`config.mk`:
```
export PLATFORM = sky130hd
export DESIGN_NAME = fib_seq_display
export DESIGN_NICKNAME = d
export VERILOG_FILES = /design/src/rtl/fib_pkg.sv /design/src/rtl/fib_seq_display_bin2bcd.sv /design/src/rtl/fib_seq_display.sv
export SDC_FILE = /design/constraint.sdc
export NUM_CORES = 1
export LEC_CHECK = 0
export CAP_MARGIN = 20
export CORE_MARGIN = 2
export CORE_UTILIZATION = 35
export CTS_BUF_LIST = sky130_fd_sc_hd__clkbuf_4
export DETAILED_ROUTE_END_ITERATION = 16
export HOLD_SLACK_MARGIN = 0.06
export SLEW_MARGIN = 20
export SYNTH_ARGS = -nofsm -noshare
export SYNTH_HDL_FRONTEND = slang
export SYNTH_SLANG_ARGS = --single-unit
```
`constraint.sdc`:
```
create_clock -name clk -period 5.6 [get_ports clk]
set_clock_uncertainty 0.15 [all_clocks]
set_input_delay 1.12 -clock clk [delete_from_list [all_inputs] [get_ports clk]]
set_output_delay 1.12 -clock clk [all_outputs]
set_load 0.01 [all_outputs]
```
`src/rtl/fib_pkg.sv`:
```
// rtl/fib_pkg.sv - shared constants, state codes and helpers for the Fibonacci display
//
// Contents:
//   SEG_0..SEG_9, SEG_BLANK, SEG_E : active-low 7-segment patterns, bit order gfedcba
//   IDLE, LOAD, CONVERT, UPDATE    : display FSM state codes
//   clog2()                        : ceiling log2, minimum result 1 (safe as a vector width)
//   seg_decode()                   : BCD nibble to 7-segment pattern
package fib_pkg;

  localparam logic [6:0] SEG_0     = 7'b1000000;
  localparam logic [6:0] SEG_1     = 7'b1111001;
  localparam logic [6:0] SEG_2     = 7'b0100100;
  localparam logic [6:0] SEG_3     = 7'b0110000;
  localparam logic [6:0] SEG_4     = 7'b0011001;
  localparam logic [6:0] SEG_5     = 7'b0010010;
  localparam logic [6:0] SEG_6     = 7'b0000010;
  localparam logic [6:0] SEG_7     = 7'b1111000;
  localparam logic [6:0] SEG_8     = 7'b0000000;
  localparam logic [6:0] SEG_9     = 7'b0010000;
  localparam logic [6:0] SEG_BLANK = 7'b1111111;
  localparam logic [6:0] SEG_E     = 7'b0000110;

  localparam logic [1:0] IDLE    = 2'd0;
  localparam logic [1:0] LOAD    = 2'd1;
  localparam logic [1:0] CONVERT = 2'd2;
  localparam logic [1:0] UPDATE  = 2'd3;

  function automatic int clog2(input int n);
    int r;
    int v;
    r = 0;
    v = n - 1;
    while (v > 0) begin
      r = r + 1;
      v = v >> 1;
    end
    if (r < 1) r = 1;
    return r;
  endfunction

  function automatic logic [6:0] seg_decode(input logic [3:0] d);
    case (d)
      4'd0:    return SEG_0;
      4'd1:    return SEG_1;
      4'd2:    return SEG_2;
      4'd3:    return SEG_3;
      4'd4:    return SEG_4;
      4'd5:    return SEG_5;
      4'd6:    return SEG_6;
      4'd7:    return SEG_7;
      4'd8:    return SEG_8;
      4'd9:    return SEG_9;
      default: return SEG_BLANK;
    endcase
  endfunction

endpackage

```
`src/rtl/fib_seq_display_bin2bcd.sv`:
```
// rtl/fib_seq_display_bin2bcd.sv - sequential double-dabble binary to BCD converter
//
// Ports:
//   clk    in   clock, rising edge
//   reset  in   asynchronous active-low reset
//   start  in   load bin and clear the accumulator (overrides a conversion in flight)
//   bin    in   WIDTH-bit binary value sampled on start
//   done   out  high during the last of the WIDTH iterations; bcd is final from the next cycle
//   bcd    out  DIGITS packed BCD nibbles, digit 0 in [3:0]
module bin2bcd_seq #(
  parameter int WIDTH  = 16,
  parameter int DIGITS = 5
) (
  input  logic                  clk,
  input  logic                  reset,
  input  logic                  start,
  input  logic [WIDTH-1:0]      bin,
  output logic                  done,
  output logic [4*DIGITS-1:0]   bcd
);
  import fib_pkg::*;

  localparam int             CW   = clog2(WIDTH);
  localparam logic [CW-1:0]  LAST = CW'(WIDTH - 1);

  logic [WIDTH-1:0]    shreg;
  logic [CW-1:0]       cnt;
  logic                active;
  logic [4*DIGITS-1:0] adj;

  // Add-3 correction on every nibble that would reach 10 or more after the shift.
  always_comb begin
    adj = bcd;
    for (int i = 0; i < DIGITS; i++) begin
      if (bcd[4*i +: 4] >= 4'd5) adj[4*i +: 4] = bcd[4*i +: 4] + 4'd3;
    end
  end

  assign done = active && (cnt == LAST);

  always_ff @(posedge clk or negedge reset) begin
    if (!reset) begin
      shreg  <= '0;
      bcd    <= '0;
      cnt    <= '0;
      active <= 1'b0;
    end else if (start) begin
      shreg  <= bin;
      bcd    <= '0;
      cnt    <= '0;
      active <= 1'b1;
    end else if (active) begin
      bcd    <= {adj[4*DIGITS-2:0], shreg[WIDTH-1]};
      shreg  <= shreg << 1;
      cnt    <= cnt + 1'b1;
      if (done) active <= 1'b0;
    end
  end

endmodule

```
`src/rtl/fib_seq_display.sv`:
```
// rtl/fib_seq_display.sv - Fibonacci sequence generator with BCD 7-segment display
//
// Ports:
//   clk      in   system clock, rising edge
//   reset    in   asynchronous active-low reset
//   run      in   level, auto-advance on each prescaled tick
//   step     in   pulse, advance one term while run=0
//   restart  in   pulse, return to term 0 (beats run/step in the same cycle)
//   hex      out  DIGITS*7 active-low segments, digit i at [7i+6:7i], gfedcba
//   value    out  currently displayed term
//   ovf      out  overflow flag (sticky, or a 1-cycle pulse when wrapping)
//   busy     out  BCD conversion in progress
module fib_seq_display #(
  parameter int WIDTH       = 16,
  parameter int DIGITS      = 5,
  parameter int TICK_DIV    = 25000000,
  parameter int WRAP_ON_OVF = 0
) (
  input  logic                clk,
  input  logic                reset,
  input  logic                run,
  input  logic                step,
  input  logic                restart,
  output logic [DIGITS*7-1:0] hex,
  output logic [WIDTH-1:0]    value,
  output logic                ovf,
  output logic                busy
);
  import fib_pkg::*;

  localparam int            TW        = clog2(TICK_DIV);
  localparam logic [TW-1:0] TICK_LAST = TW'(TICK_DIV - 1);
  localparam logic          WRAP      = (WRAP_ON_OVF != 0);

  localparam logic [DIGITS*7-1:0] HEX_ZERO = {{(DIGITS-1){SEG_BLANK}}, SEG_0};
  localparam logic [DIGITS*7-1:0] HEX_ERR  = {DIGITS{SEG_E}};

  logic [TW-1:0]       tick_cnt;
  logic                tick;
  logic [WIDTH-1:0]    cur;
  logic [WIDTH-1:0]    nxt;
  logic                nxt_ovf;
  logic                pending;
  logic [1:0]          state;
  logic [WIDTH:0]      sum;
  logic                blocked;
  logic                adv;
  logic                go;
  logic                conv_done;
  logic [4*DIGITS-1:0] bcd;
  logic [DIGITS*7-1:0] hex_next;
  logic                lead;

  assign tick    = (tick_cnt == TICK_LAST);
  // A frozen overflow swallows every advance until restart or reset.
  assign blocked = ovf && !WRAP;
  assign adv     = (run ? tick : step) && !blocked;
  assign go      = (adv || pending) && !blocked;
  assign sum     = {1'b0, cur} + {1'b0, nxt};

  bin2bcd_seq #(
    .WIDTH  (WIDTH),
    .DIGITS (DIGITS)
  ) u_bcd (
    .clk   (clk),
    .reset (reset),
    .start (state == LOAD),
    .bin   (cur),
    .done  (conv_done),
    .bcd   (bcd)
  );

  // Leading-zero blanking scans from the most significant digit; digit 0 always shows.
  always_comb begin
    hex_next = '0;
    lead     = 1'b1;
    for (int i = DIGITS - 1; i >= 0; i--) begin
      if (i != 0 && lead && bcd[4*i +: 4] == 4'd0) begin
        hex_next[7*i +: 7] = SEG_BLANK;
      end else begin
        lead               = 1'b0;
        hex_next[7*i +: 7] = seg_decode(bcd[4*i +: 4]);
      end
    end
  end

  always_ff @(posedge clk or negedge reset) begin
    if (!reset) begin
      tick_cnt <= '0;
      cur      <= '0;
      nxt      <= WIDTH'(1);
      nxt_ovf  <= 1'b0;
      ovf      <= 1'b0;
      pending  <= 1'b0;
      state    <= LOAD;
      busy     <= 1'b0;
      hex      <= HEX_ZERO;
      value    <= '0;
    end else begin
      tick_cnt <= tick ? '0 : tick_cnt + 1'b1;
      // In wrap mode ovf is a single-cycle pulse; the set below wins when it fires.
      if (WRAP) ovf <= 1'b0;
      if (restart) begin
        tick_cnt <= '0;
        cur      <= '0;
        nxt      <= WIDTH'(1);
        nxt_ovf  <= 1'b0;
        ovf      <= 1'b0;
        pending  <= 1'b0;
        state    <= LOAD;
        busy     <= 1'b1;
      end else begin
        case (state)
          IDLE: begin
            if (go) begin
              pending <= 1'b0;
              if (nxt_ovf) begin
                ovf <= 1'b1;
                if (WRAP) begin
                  cur     <= '0;
                  nxt     <= WIDTH'(1);
                  nxt_ovf <= 1'b0;
                  state   <= LOAD;
                  busy    <= 1'b1;
                end else begin
                  hex <= HEX_ERR;
                end
              end else begin
                cur     <= nxt;
                nxt     <= sum[WIDTH-1:0];
                nxt_ovf <= sum[WIDTH];
                state   <= LOAD;
                busy    <= 1'b1;
              end
            end
          end
          LOAD: begin
            if (adv) pending <= 1'b1;
            state <= CONVERT;
            busy  <= 1'b1;
          end
          CONVERT: begin
            if (adv) pending <= 1'b1;
            if (conv_done) begin
              state <= UPDATE;
              busy  <= 1'b0;
            end
          end
          default: begin
            if (adv) pending <= 1'b1;
            hex   <= hex_next;
            value <= cur;
            state <= IDLE;
          end
        endcase
      end
    end
  end

endmodule

```
# After elaboration in Yosys (flattened, before gate mapping)
# Memories as Yosys holds them, arrays and structs flattened.
# Cells that the tools add are included.
# op_classes
bitwise_logic	3
mux	57
n_eq_ne	10
n_reduce_logical	29
add_sub_neg	8
magnitude_cmp	5
# op_table
op	n
$mux 16	10
$mux 35	2
$pmux 35 s2	1
$mux 25	2
$mux 20	2
$mux 7	4
$add 25x1->25 const B	1
$eq 25x25->1 const B	1
$mux 4	6
$mux 1	23
$ge 4x3->1 const B	5
$add 16x16->17	1
$add 4x2->4 const B	4
$logic_not 4->1	4
$ne 3x3->1 const B	3
$reduce_and 3->1	3
$mux 2	4
$reduce_and 4->1	2
$reduce_bool 2->1	4
$logic_and 1x1->1	6
$ne 2x2->1 const B	3
$pmux 2 s3	1
$reduce_and 2->1	3
$add 4x1->4 const B	1
other kinds (14)	16
# totals
ff_bits	155
elab_cells	131
output_inout_bits	53
rom_bits	560
n_memories	5
inputBits	5
# mem_list
memory	words	word_bits	rd	rd_ports_with_merged_regs	wr	line_no	rtl
(no name shown)	16	7	1	0	0	fib_pkg.sv:42	case (d)
(no name shown)	16	7	1	0	0	fib_pkg.sv:42	
(no name shown)	16	7	1	0	0	fib_pkg.sv:42	
(no name shown)	16	7	1	0	0	fib_pkg.sv:42	
(no name shown)	16	7	1	0	0	fib_pkg.sv:42	

# Longest topological paths before layout
# Gate-level depths: netlist of the first run.
# logic_depth
ltp_word	9
ltp_mapped	9
depth_no_buf	8

# Modules after synthesis
# Synthesis of the first run repeated with hierarchy kept, for this count alone.
# hier_totals
hier_cells	882
area_unflattened_um2	8889.8
# modules_own_cells
module	seq_area_each_um2	area_per_inst_um2	cells_per_inst	instances
fib_seq_display	2891.5	6651.4	653	1
bin2bcd_seq	1026.0	2238.4	229	1

# Least setup slack after synthesis of the first run
# Ideal clock, no wire load.
# synth_path
path_kind	input -> register
startpoint	input run
endpoint	register hex[13]
t_arrival_ps	2257
path_slack_ps	3114
cell_stages	6
setup_ps	79
cell_sequence	nand4_1 o31a_1 o31ai_4 nand2_2 buf_6 a22o_1
# synth_between
elab_chain_len	6
# synth_rtl
element	line_no	rtl
from (decl)	fib_seq_display.sv:21	input logic run,
$mux 1	fib_seq_display.sv:57	assign adv = (run ? tick : step) && !blocked;
$logic_and 1x1->1	fib_seq_display.sv:57	
$logic_or 1x1->1	fib_seq_display.sv:58	assign go = (adv || pending) && !blocked;
$logic_and 1x1->1	fib_seq_display.sv:58	
$ne 2x2->1 (no line)	--	
$reduce_and 4->1 (no line)	--	
to (signal assigned)	fib_seq_display.sv:151	hex <= hex_next;
to (decl)	fib_seq_display.sv:24	output logic [DIGITS*7-1:0] hex,
# Every way passes these cells.
# A chain may end at the register's enable or synchronous reset.

# Worst setup path after layout of the first run
# layout_path
startpoint	input restart
endpoint	register value[14]
# layout_between
elab_chain_len	2
# layout_rtl
element	line_no	rtl
from (decl)	fib_seq_display.sv:23	input logic restart,
$not 1->1 (no line)	--	
$reduce_and 2->1 (no line)	--	
to (signal assigned)	fib_seq_display.sv:152	value <= cur;
to (decl)	fib_seq_display.sv:25	output logic [WIDTH-1:0] value,
# Every way passes these cells.

==> results of run 1 <==
area by class of cell:
type	instances	area [um^2]	share of cell area
Tap cell	324	405.4	0.04212
Antenna cell	1	2.502	0.0002600
Multi-Input combinational cell	656	4282	0.4448
Sequential cell	155	3919	0.4071
Timing Repair Buffer	64	624.3	0.06486
Inverter	32	120.1	0.01248
Clock inverter	15	145.1	0.01508
Clock buffer	17	127.6	0.01326
synth_stat cells, types with 5 or more instances:
cell       count
dfrtp_1      124
nor2_1        98
nand2_1       96
a21oi_1       79
ha_1          50
o21ai_0       50
clkbuf_1      40
inv_1         32
mux2i_1       32
dfstp_2       31
xor2_1        22
xnor2_1       20
nand3_1       17
a21o_1        16
mux2_2        16
a211oi_1      15
nor3_1        15
nand2b_1      10
o2bb2ai_1     10
a31oi_1        9
nand4_1        8
nor2b_1        8
a22o_1         7
and3_1         7
nand3b_1       7
o21a_1         7
buf_2          5
or3_1          5
routing by layer:
layer / wire length [um] / global-route usage / part of all wire
met5: 0 / 0 / 0
met4: 133 / 0.03440 / 0.0074
met3: 536 / 0.03143 / 0.030
met2: 8268 / 0.2340 / 0.46
met1: 9134 / 0.2067 / 0.51
per-stage QoR:
step	instances	area (um^2)	total power (W)	setup slack, ns	utilization
4_1_cts	1263	9623	0.003642	2.592	0.3992
5_1_grt	1264	9625	0.003850	2.542	0.3993
2_1_floorplan	890	8502	0.002448	3.114	-
6_report	1264	9625	0.003583	2.636	0.3993
3_5_place_dp	1231	9350	0.002970	2.024	0.3879
3_3_place_gp	1231	9350	0.002954	2.070	0.3879
flip-flops by register name, indices dropped and copies added, names as in the netlist, 4 cells and up:
| name | flops |
|---|---|
| u_bcd.shreg | 16 |
| u_bcd.bcd | 20 |
| u_bcd.cnt | 4 |
| nxt | 16 |
| value | 16 |
| cur | 16 |
| hex | 35 |
| tick_cnt | 25 |
worst register-to-register path, stage by stage (launching register included):
cell	delay [ns]
dfrtp_1	0.45
nor4_2	0.37
nand4_1	0.17
o31a_1	0.34
o31ai_4	0.33
nand2_2	0.42
a22o_1	0.36
cells by family (layout without fill, tap and decap cells):
group / Yosys count / in the layout / share of synthesized area
simple gates: 290 / 290 / 0.1573
compound gates: 225 / 225 / 0.1673
other cells: 0 / 1 / 0
xor+xnor: 42 / 42 / 0.04327
buf+inv: 79 / 128 / 0.03650
mux: 48 / 48 / 0.05887
flops: 155 / 155 / 0.4608
fa+ha+maj: 51 / 51 / 0.07594
worst paths after layout:
kind | start | to | slack [ns] | cells past startpoint
hold / removal | hex[27]$_DFFE_PN1P_ | hex[27]$_DFFE_PN1P_ | 0.34 | 1
hold reg to reg | hex[27]$_DFFE_PN1P_ | hex[27]$_DFFE_PN1P_ | 0.34 | 1
max in group asynchronous | reset | state[0]$_DFFE_PN1P_ | 3.83 | 2
min in group asynchronous | reset | hex[1]$_DFFE_PN0P_ | 0.44 | 1
setup / recovery | restart | value[14]$_DFFE_PN0P_ | 2.64 | 4
setup reg to reg | tick_cnt[10]$_DFF_PN0_ | hex[4]$_DFFE_PN0P_ | 2.93 | 6
where the power goes:
part           internal (W)  total, W  switching (W)
logic              0.000629   0.00140       0.000768
clock network      0.000226  0.000657       0.000431
registers           0.00136   0.00153       0.000164
==> impl_results.md, run 1 <==
- Total negative slack: 0 ns
- Startpoint Class: input port
- Synth top area cells: dfrtp_1 36%, dfstp_2 9.6%, ha_1 7.4%, a21oi_1 4.7%, nor2_1 4.3%
- Drc violations: 0
- Crit-path max FO: 50
- CP arrival: 3.25 ns
- Initial antenna violation count: 1
- Post-CTS Hold Buffers: 0
- # clock sinks: 155
- Ys flop type: dfrtp_1
- Nets@finish: 982
- Wirelength, routed: 18070 um
- Hold Worst Slack: 0.3428 ns
- Syn Std Cell Area: 8502 um^2
- PortBufs: 57
- Share of layout cells above drive strength 1: 0.1065
- CTS Root Buffer Type: clkbuf_4
- Status: finished, final reports clean
- Commonest non-fill, non-tap cell in the layout: dfrtp_1
- Min-Delay Path Class: flip-flop to flip-flop
- Distinct cells, synth: 61
- Peak supply drop: 0.1663 mV
- GRT Util Overall: 0.1473
- Post-synthesis register bit count: 155
- Synth top area share: 0.3650
- Maximum single-stage delay on the critical path: 0.76 ns
- Die Ht: 159.9 um
- RSZ-0062 raised after global routing: no
- Min Tclk post-route: 2.964 ns
- Cts repair resizes: 0
- DP HPWL: 12160 um
- Post-CTS Setup Bufs: 0
- Kind of critical path: input port to flip-flop
- CP cell instances: clkdlybuf4s50_1, buf_4, nand2b_1, mux2_2
- Ys Warns: 0
- Final setup vio count: 0
- Worst-Margin Slew: 1.017 ns
- Worst setup EP type: flip-flop
- Worst skew pair latency: 0.55 ns
- Clock buffer depth: 2
- H-Tree Level Count: 4
- Post-synth ARST share: 1.000
- EDFF count, synth: 0
- Initial DRC count: 434
- Max Cap Viol: 0
- Fillers: 2475
- Vias in the first global route: 6183
- CTS tree: built
- Critical Path Slowest Stage Cell: nand2b_1
- Sequential area share after synthesis: 0.4608
- Cell Pwr Density: 372.3 nW/um^2
- ANT nets after route: 0
- Largest net degree at the start of global routing: 78
- Routed via count: 6376
- Most frequent cells in the layout: 123 x dfrtp_1, 98 x nor2_1, 96 x nand2_1, 79 x a21oi_1, 56 x clkdlybuf4s50_1
- Core area: 24110 um^2
- Worst path required time: 5.88 ns
- Wire length per cell: 14.30 um
- WP buf/inv: 2
- P&R area growth vs syn: 13.22%
- Max Freq: 0.3374 GHz
- Clock transition at the registers of the reported paths: 0.13 ns
- Die width: 159.9 um
- Die ar.: 25550 um^2
- Post-DR vias/cell: 5.044
- Starting Density: 0.3527
- Mapped Cells: 890
- Rel. slew slack: 0.3220
- First-pass GRT wire length: 31110 um
- Num ports: 58
- Largest delay contributor family on the critical path: buffers and inverters
- Leak: 4.335 nW
- GRT Residual Overflow: 0
- Inserted Clock Buffers: 17
- Syn Nets: 946
- Synth area leader: dfrtp_1
- Hold Vio Cnt, Final: 0
- Detailed Routing Iterations Pass 1: 4
- Synth Area per Inst: 9.553 um^2
- Final period utilization: 0.5292
- Final Max Slew Viols: 0
- Final GP Congestion: 0.8264
- Num rows: 57
Note: power is estimated with default switching activity, not from simulation.
==> inputs of run 2 (changes only) <==
- clock period: 5.6 -> 3 ns (I/O delays scaled with it)
==> run 2 against run 1 <==
Effect of this change: wire length up 1.5%; clock power up 92%; sequential share of layout area down 0.44 points; combinational power up 92%; flip-flop and latch count unchanged; final area up 1.1%; first-iteration DRC count down 21%; final cell count up 0.87%; core utilization up 0.44 points.
==> impl_results.md, run 2 (synthesized netlist as in run 1, its figures left out) <==
- Worst skew pair latency: 0.56 ns
- GRT Util Overall: 0.1499
- CP arrival: 2.81 ns
- Share of layout cells above drive strength 1: 0.1137
- Cell Pwr Density: 699.2 nW/um^2
- Largest register FFs: 35
- ANT nets after route: 0
- # clock sinks: 155
- Num rows: 57
- Min-Delay Path Class: input port to asynchronous set/reset pin
- Rel. slew slack: 0.5575
- Storage element area: 3919 um^2
- Worst r2r src: cur[6]$_DFFE_PN0P_
- Worst-Margin Slew: 0.6638 ns
- Die ar.: 25550 um^2
- Met1 Use GR: 0.2054
- P&R area growth vs syn: 14.47%
- Routed via count: 6397
- Clock transition at the registers of the reported paths: 0.13 ns
- Status: finished, final reports clean
- PortBufs: 57
- Met3 Track Usage GR: 0.03013
- Drc violations: 0
- Largest delay contributor family on the critical path: compound AO/OA/AOI/OAI gates
- Wire length per cell: 14.38 um
- DP HPWL: 12760 um
- Die Ht: 159.9 um
- Initial antenna violation count: 1
- Clock buffer depth: 2
- Detailed Routing Iterations Pass 1: 4
- Final setup vio count: 0
- Footprint of the multi-input gates: 4282 um^2
- Fillers: 2468
- Die width: 159.9 um
- WP buf/inv: 0
- CTS Root Buffer Type: clkbuf_4
- Core area: 24110 um^2
- Max Cap Viol: 0
- Max Freq: 0.3935 GHz
- Num ports: 58
- Commonest non-fill, non-tap cell in the layout: dfrtp_1
- Post-DR vias/cell: 5.017
- Final period utilization: 0.8471
- Worst path required time: 3.27 ns
- Gr busiest metal: met2
- Power Total: 0.006805 W
- Hold Worst Slack: 0.3407 ns
- Wirelength, routed: 18340 um
- Inserted Clock Buffers: 17
- Total negative slack: 0 ns
- CP startpoint: cur[6]$_DFFE_PN0P_
- Hold Vio Cnt, Final: 0
- Startpoint Class: flip-flop
- Leak: 4.414 nW
- Crit-path max FO: 5
- Post-CTS Setup Bufs: 0
- CP cell instances: ha_1, or2_2, a2111oi_2, nor2_1, a221o_1, a211oi_1, o31ai_1
- Met2 usage: 0.2454
- Peak supply drop: 0.3078 mV
- Kind of critical path: flip-flop to flip-flop
- RSZ-0062 raised after global routing: no
- Worst setup EP type: flip-flop
- Largest net degree at the start of global routing: 87
- First-pass GRT wire length: 31680 um
- Maximum single-stage delay on the critical path: 0.47 ns
- Initial DRC count: 345
- Reg with most FFs: hex
- Min Tclk post-route: 2.541 ns
- CTS tree: built
- Most frequent cells in the layout: 123 x dfrtp_1, 98 x nor2_1, 96 x nand2_1, 79 x a21oi_1, 56 x clkdlybuf4s50_1
- Critical Path Slowest Stage Cell: a2111oi_2
- GRT Residual Overflow: 0
- Vias in the first global route: 6304
- H-Tree Level Count: 4
- Leading registers by flop count: hex: 35 flops, tick_cnt: 25 flops, u_bcd.bcd: 20 flops
- Final GP Congestion: 0.8229
- Final Max Slew Viols: 0
- Starting Density: 0.3527
- Nets@finish: 993
## run 2: cell count changes in the layout (fill, tap and decap cells not counted), moves of 2 or more
cell	previous run	this run
clkinv_2	1	5
clkinvlp_4	5	1
clkinv_1	0	2
clkinv_4	6	2
clkbuf_4	17	19
buf_12	0	2
buf_4	7	15
## run 2: repair_timing
action | CTS | global route
gates resized for setup | 0 | 0
hold buffers | 1 | 0
hold endpoints to repair | 23 | 0
## run 2: path summary, 6_finish.rpt
check / slack, ns / end / cells after the start
max in group asynchronous: 1.62 / state[0]$_DFFE_PN1P_ / 3
max: 0.46 / nxt[11]$_DFFE_PN0P_ / 7
max reg2reg: 0.46 / nxt[11]$_DFFE_PN0P_ / 7
min in group clk: 0.34 / hex[21]$_DFFE_PN1P_ / 1
min reg2reg: 0.34 / hex[21]$_DFFE_PN1P_ / 1
min: 0.34 / cur[1]$_DFFE_PN0P_ / 2
## run 2: metal layers
layer | up-vias | share of wire
met2 | 74 | 0.47
met5 | - | 0
met4 | 0 | 0.0075
met1 | 3098 | 0.50
li1 | 3216 | -
met3 | 9 | 0.025
## run 2: per-stage QoR
step | util | setup slack [ns] | instances | cell area (um^2)
4_1_cts | 0.4036 | 0.4474 | 1274 | 9729
6_report | 0.4037 | 0.4587 | 1275 | 9732
2_1_floorplan | - | 0.6755 | 890 | 8502
3_3_place_gp | 0.3920 | 0.2910 | 1241 | 9450
3_5_place_dp | 0.3920 | 0.2767 | 1241 | 9450
5_1_grt | 0.4037 | 0.2756 | 1275 | 9732
## run 2: final cells by class
| type | count | share of cell area |
|---|---|---|
| Clock buffer | 19 | 0.01466 |
| Clock inverter | 13 | 0.01299 |
| Inverter | 32 | 0.01234 |
| Tap cell | 324 | 0.04166 |
| Timing Repair Buffer | 75 | 0.07547 |
| Multi-Input combinational cell | 656 | 0.4400 |
| Sequential cell | 155 | 0.4027 |
| Antenna cell | 1 | 0.0002571 |
## run 2: power by group
part           switching [W]  internal (W)  leakage, nW
registers           0.000308       0.00255         2.04
logic                0.00145       0.00123         2.23
clock network       0.000758      0.000505        0.151
total                0.00252       0.00429         4.41
